## src/rtl/reg_wb_queue.sv

```systemverilog
// reg_wb_queue: ordered write-back FIFO feeding the register file.
// Merges load and ALU results and forwards pending values to decode.
module reg_wb_queue #(
   parameter int DEPTH = 4,
   parameter int DW    = 32,
   parameter int AW    = 5
) (
   input  logic          clk,
   input  logic          rst,
   input  logic          mem_valid,
   input  logic [AW-1:0] mem_rd,
   input  logic [DW-1:0] mem_data,
   output logic          mem_ready,
   input  logic          alu_valid,
   input  logic [AW-1:0] alu_rd,
   input  logic [DW-1:0] alu_data,
   output logic          alu_ready,
   output logic          Reg_write,
   output logic [AW-1:0] Rd,
   output logic [DW-1:0] write_data,
   input  logic [AW-1:0] fwd_rs1,
   input  logic [AW-1:0] fwd_rs2,
   output logic          fwd_hit1,
   output logic          fwd_hit2,
   output logic [DW-1:0] fwd_data1,
   output logic [DW-1:0] fwd_data2,
   output logic          empty
);

   localparam int PW = $clog2(DEPTH);
   localparam int CW = PW + 1;

   logic [CW-1:0] count_q;
   logic [CW-1:0] count_d;
   logic [CW-1:0] free;
   logic [PW-1:0] wr_ptr_q;
   logic [PW-1:0] wr_ptr_d;
   logic [PW-1:0] rd_ptr_q;
   logic [PW-1:0] rd_ptr_d;
   logic [PW-1:0] alu_slot;

   logic [AW-1:0] ent_rd_q   [DEPTH];
   logic [DW-1:0] ent_data_q [DEPTH];

   logic          wen_q;
   logic          wen_d;
   logic [AW-1:0] rd_q;
   logic [AW-1:0] rd_d;
   logic [DW-1:0] wd_q;
   logic [DW-1:0] wd_d;

   logic          mem_push;
   logic          alu_push;
   logic          pop;

   // Credit uses registered count only, so a pop never frees a slot early.
   assign free      = CW'(DEPTH) - count_q;
   assign mem_ready = (free >= CW'(1));
   assign mem_push  = mem_valid & mem_ready & (mem_rd != '0);
   assign alu_ready = (free >= (CW'(1) + CW'(mem_push)));
   assign alu_push  = alu_valid & alu_ready & (alu_rd != '0);
   assign pop       = (count_q != '0);

   // Load result is the older instruction, so ALU lands one slot later.
   assign alu_slot = mem_push ? (wr_ptr_q + PW'(1)) : wr_ptr_q;

   assign Reg_write  = wen_q;
   assign Rd         = rd_q;
   assign write_data = wd_q;
   assign empty      = (count_q == '0) & ~wen_q;

   // Next-state for pointers, occupancy and the output stage.
   always_comb begin
      wr_ptr_d = wr_ptr_q + PW'(mem_push) + PW'(alu_push);
      rd_ptr_d = rd_ptr_q;
      count_d  = count_q + CW'(mem_push) + CW'(alu_push) - CW'(pop);
      wen_d    = 1'b0;
      rd_d     = rd_q;
      wd_d     = wd_q;
      if (pop) begin
         rd_ptr_d = rd_ptr_q + PW'(1);
         wen_d    = 1'b1;
         rd_d     = ent_rd_q[rd_ptr_q];
         wd_d     = ent_data_q[rd_ptr_q];
      end
   end

   // Control state and output stage; reset drops every pending entry.
   always_ff @(posedge clk) begin
      if (rst) begin
         count_q  <= '0;
         wr_ptr_q <= '0;
         rd_ptr_q <= '0;
         wen_q    <= 1'b0;
         rd_q     <= '0;
         wd_q     <= '0;
      end else begin
         count_q  <= count_d;
         wr_ptr_q <= wr_ptr_d;
         rd_ptr_q <= rd_ptr_d;
         wen_q    <= wen_d;
         rd_q     <= rd_d;
         wd_q     <= wd_d;
      end
   end

   // Entry storage; occupancy alone decides which slots are live.
   always_ff @(posedge clk) begin
      if (mem_push) begin
         ent_rd_q[wr_ptr_q]   <= mem_rd;
         ent_data_q[wr_ptr_q] <= mem_data;
      end
      if (alu_push) begin
         ent_rd_q[alu_slot]   <= alu_rd;
         ent_data_q[alu_slot] <= alu_data;
      end
   end

   logic [AW-1:0] lk_rs   [2];
   logic          lk_hit  [2];
   logic [DW-1:0] lk_data [2];

   assign lk_rs[0]  = fwd_rs1;
   assign lk_rs[1]  = fwd_rs2;
   assign fwd_hit1  = lk_hit[0];
   assign fwd_hit2  = lk_hit[1];
   assign fwd_data1 = lk_data[0];
   assign fwd_data2 = lk_data[1];

   for (genvar p = 0; p < 2; p++) begin : g_fwd
      logic [PW-1:0] idx;

      // Scan oldest to youngest so the newest match overrides.
      always_comb begin
         idx        = '0;
         lk_hit[p]  = 1'b0;
         lk_data[p] = '0;
         if (wen_q && (rd_q == lk_rs[p])) begin
            lk_hit[p]  = 1'b1;
            lk_data[p] = wd_q;
         end
         for (int i = 0; i < DEPTH; i++) begin
            idx = rd_ptr_q + PW'(i);
            if ((CW'(i) < count_q) &&
                (ent_rd_q[idx] == lk_rs[p])) begin
               lk_hit[p]  = 1'b1;
               lk_data[p] = ent_data_q[idx];
            end
         end
         if (lk_rs[p] == '0) begin
            lk_hit[p]  = 1'b0;
            lk_data[p] = '0;
         end
      end
   end

endmodule
```

## config.mk

```make
export PLATFORM = sky130hd
export DESIGN_NAME = reg_wb_queue
export DESIGN_NICKNAME = d
export VERILOG_FILES = /design/src/rtl/reg_wb_queue.sv
export SDC_FILE = /design/constraint.sdc
export NUM_CORES = 1
export LEC_CHECK = 0
export ABC_AREA = 0
export CORE_MARGIN = 10
export CORE_UTILIZATION = 35
export DETAILED_ROUTE_END_ITERATION = 6
export GPL_ROUTABILITY_DRIVEN = 0
export HOLD_SLACK_MARGIN = 0.05
export SLEW_MARGIN = 15
export SYNTH_ARGS = -nofsm -noshare
export SYNTH_HDL_FRONTEND = slang
export SYNTH_SLANG_ARGS = --single-unit
```

## constraint.sdc

```tcl
create_clock -name clk -period 7.5 [get_ports clk]
set_input_delay 1.875 -clock clk [delete_from_list [all_inputs] [get_ports clk]]
set_output_delay 1.875 -clock clk [all_outputs]
set_load 0.05 [all_outputs]
```

==> impl_results.md <==
- Setup crit start kind: primary input
- Tot GR Track Use: 0.200
- Peak VDD IR: 237 uV
- Count of final setup violators: 0
- Post-DP Area: 17800 um2
- I/O pin count: 195
- Hold WC Path Type: register to register
- DRT Pass-1 Iters: 6
- CP required: 5.62 ns
- Starting Density: 0.353
- Setup bufs post-CTS: 0
- Sw frac: 0.478
- P_int: 4.43 mW
- Ys async rst share: 0
- Max-cap violation count: 0
- CTS resizes: 0
- Total number of yosys warnings: 0
- Core footprint: 42900 um2
- Worst Path Class, Setup: primary input to primary output
- Routed len/inst: 27.8 um
- Total power: 8.48 mW
- Clock insertion delay at the later pin of the skew report: 0.47 ns
- Pins Over Slew Limit: 0
- Syn_nets: 1300
- Area share of the largest cell type after synthesis: 0.294
- # fillers: 3889
- Post-synth EDFFs: 148
- CTS tree: built
- Cell taking the most area after synthesis: edfxtp_1
- Layout Skew: 0.0122 ns
- Total CTS buffers: 17
- Max Fclk: 0.148 GHz
- Non-filler cells, final: 1919
- Nets: 1420
- Storage element area: 5400 um2
- Mapped Cells: 1197
- RSZ-0062 raised after global routing: no
- Endpoints failing hold: 0
- Final ANT Viol Nets: 0
- Post-layout min period: 6.76 ns
- Setup TNS: 0 ns
- Max_slew headroom: 0.237
- Largest net degree at the start of global routing: 67
- Via density: 6.27
- Status: finished, final reports clean
- LEAKAGE: 5.81 nW
- NetSw: 4.05 mW
- Worst-Margin Slew: 1.14 ns
- Buffers on Ports: 194
- Worst Slack Setup Final: 0.743 ns
- Critical Path AT: 4.88 ns
- Vias: 12000
- Number of clock sinks: 195
- Post-layout util: 0.428
- Die height: 228 um
- Share of cells above drive strength 1: 0.377
- Power Density: 462 nW/um2
- Seq/Total Area, Yosys: 0.356
- First-pass GRT wire length: 79.0 mm
- H-tree depth: 4
- Logic gate share of total power: 0.622
- Clk slew on worst S/H paths: 0.08 ns
- CP endpoint kind: primary output
- DRC Markers: 0
- Highest fanout seen on the critical path: 14
- Die area: 51900 um2
- Post-detail-place hpwl: 34.7 mm
- Initial antenna violation count: 6
- Chip Width: 228 um
- Synth cell count leaders: edfxtp_1, mux4_2, mux2_2, nand2_1, nor2_1
- Distinct cell type count after synthesis: 53
- Multi-input gate area: 9110 um2
- Dpl ws: 0.787 ns
- Dpl cells: 1883
- Finished layout cell area: 18400 um2
- Starting DRT DRC Count: 1431
- Max Buffers Root-to-Sink: 2
- Vias in the first global route: 12200
- Root Buffer: clkbuf_16
- Final worst path period share: 0.901
- Rows: 76
- Hold WS: 0.505 ns
- Area Overhead vs Synth: 21.3%
- Ranking of synthesized cells by area: edfxtp_1, mux4_2, mux2_2
- Synth Cell Area: 15100 um2
- FF+latch count, synth: 195
- Main synth FF type: edfxtp_1
- Sequential power share: 0.267
- Clock share of power: 0.111
- Final wirelength: 53.3 mm
- Mapped Avg Cell Area: 12.6 um2
- Hold Buf Count CTS: 0
- GRT Residual Overflow: 0
==> logic make-up after synthesis <==
family,synth area share
AO/OA/AOI/OAI,0.141
XOR/XNOR,0.0307
adder cells (fa/ha/maj),0.0129
buffers and inverters,0.0490
flip-flops,0.356
multiplexers,0.335
AND/OR/NAND/NOR,0.0754
==> final timing paths <==
check                           end  cells after the start  slack [ns]            from
setup reg to reg  ent_data_q[0][28]                     12        3.10      count_q[0]
hold reg to reg      write_data[17]                      2        0.51  write_data[17]
hold / removal       write_data[17]                      2        0.51  write_data[17]
setup / recovery      fwd_data1[25]                      7        0.74      fwd_rs1[2]
==> worst max-delay path, stage by stage <==
cell	delay, ns
clkdlybuf4s50_1	0.65
xor2_1	0.25
nor4_2	0.11
a21oi_4	0.52
nand2b_2	0.13
o31ai_2	0.44
clkdlybuf4s50_1	0.89
==> cells in the final DEF, fill, tap and decap left out, drive strengths merged, types with 5 or more instances in the layout <==
master,n
nand2,87
clkdlybuf4s50,129
xor2,28
nor2,73
dfxtp,47
or2,32
inv,16
edfxtp,148
mux2,148
nor3,14
nor2b,5
o21ai,7
xnor2,25
mux2i,6
a32oi,64
buf,103
clkbuf,17
a21oi,44
ha,14
nand3,6
o31ai,64
clkinv,5
nor4,8
a221oi,64
mux4,148
==> metal layers <==
metal	vias to the layer above	routed length (um)	global-route usage	share of wire
met5	-	46	0	0.00086
met4	6	1090	0.0712	0.020
met3	84	4560	0.0442	0.085
met2	661	26100	0.330	0.49
met1	6164	21600	0.253	0.40
li1	5124	-	-	-
==> area by class of cell <==
type / count / share of cell area
diodes: 4 / 0.000545
clock buffers: 17 / 0.0232
clock inverters: 15 / 0.00818
inverters: 10 / 0.00205
multi-input cells: 861 / 0.497
flip-flops and latches: 195 / 0.294
well taps: 585 / 0.0399
repair buffers: 232 / 0.136
==> power groups by stage <==
stage,registers (mW),logic (mW),clock network (mW)
floorplan,2.36,3.49,0
global placement,2.24,5.21,0
detailed placement,2.28,5.26,0
CTS,2.26,5.28,0.948
global route,2.34,5.57,0.985
finish,2.27,5.28,0.937
==> registers in the layout, indices dropped and copies added (netlist names), named ones only <==
signal      cells
count_q         3
wr_ptr_q        2
ent_rd_q       20
Rd              5
Reg_write       1
rd_ptr_q        2
ent_data_q    128
write_data     32
(Power assumes the default switching activity.)
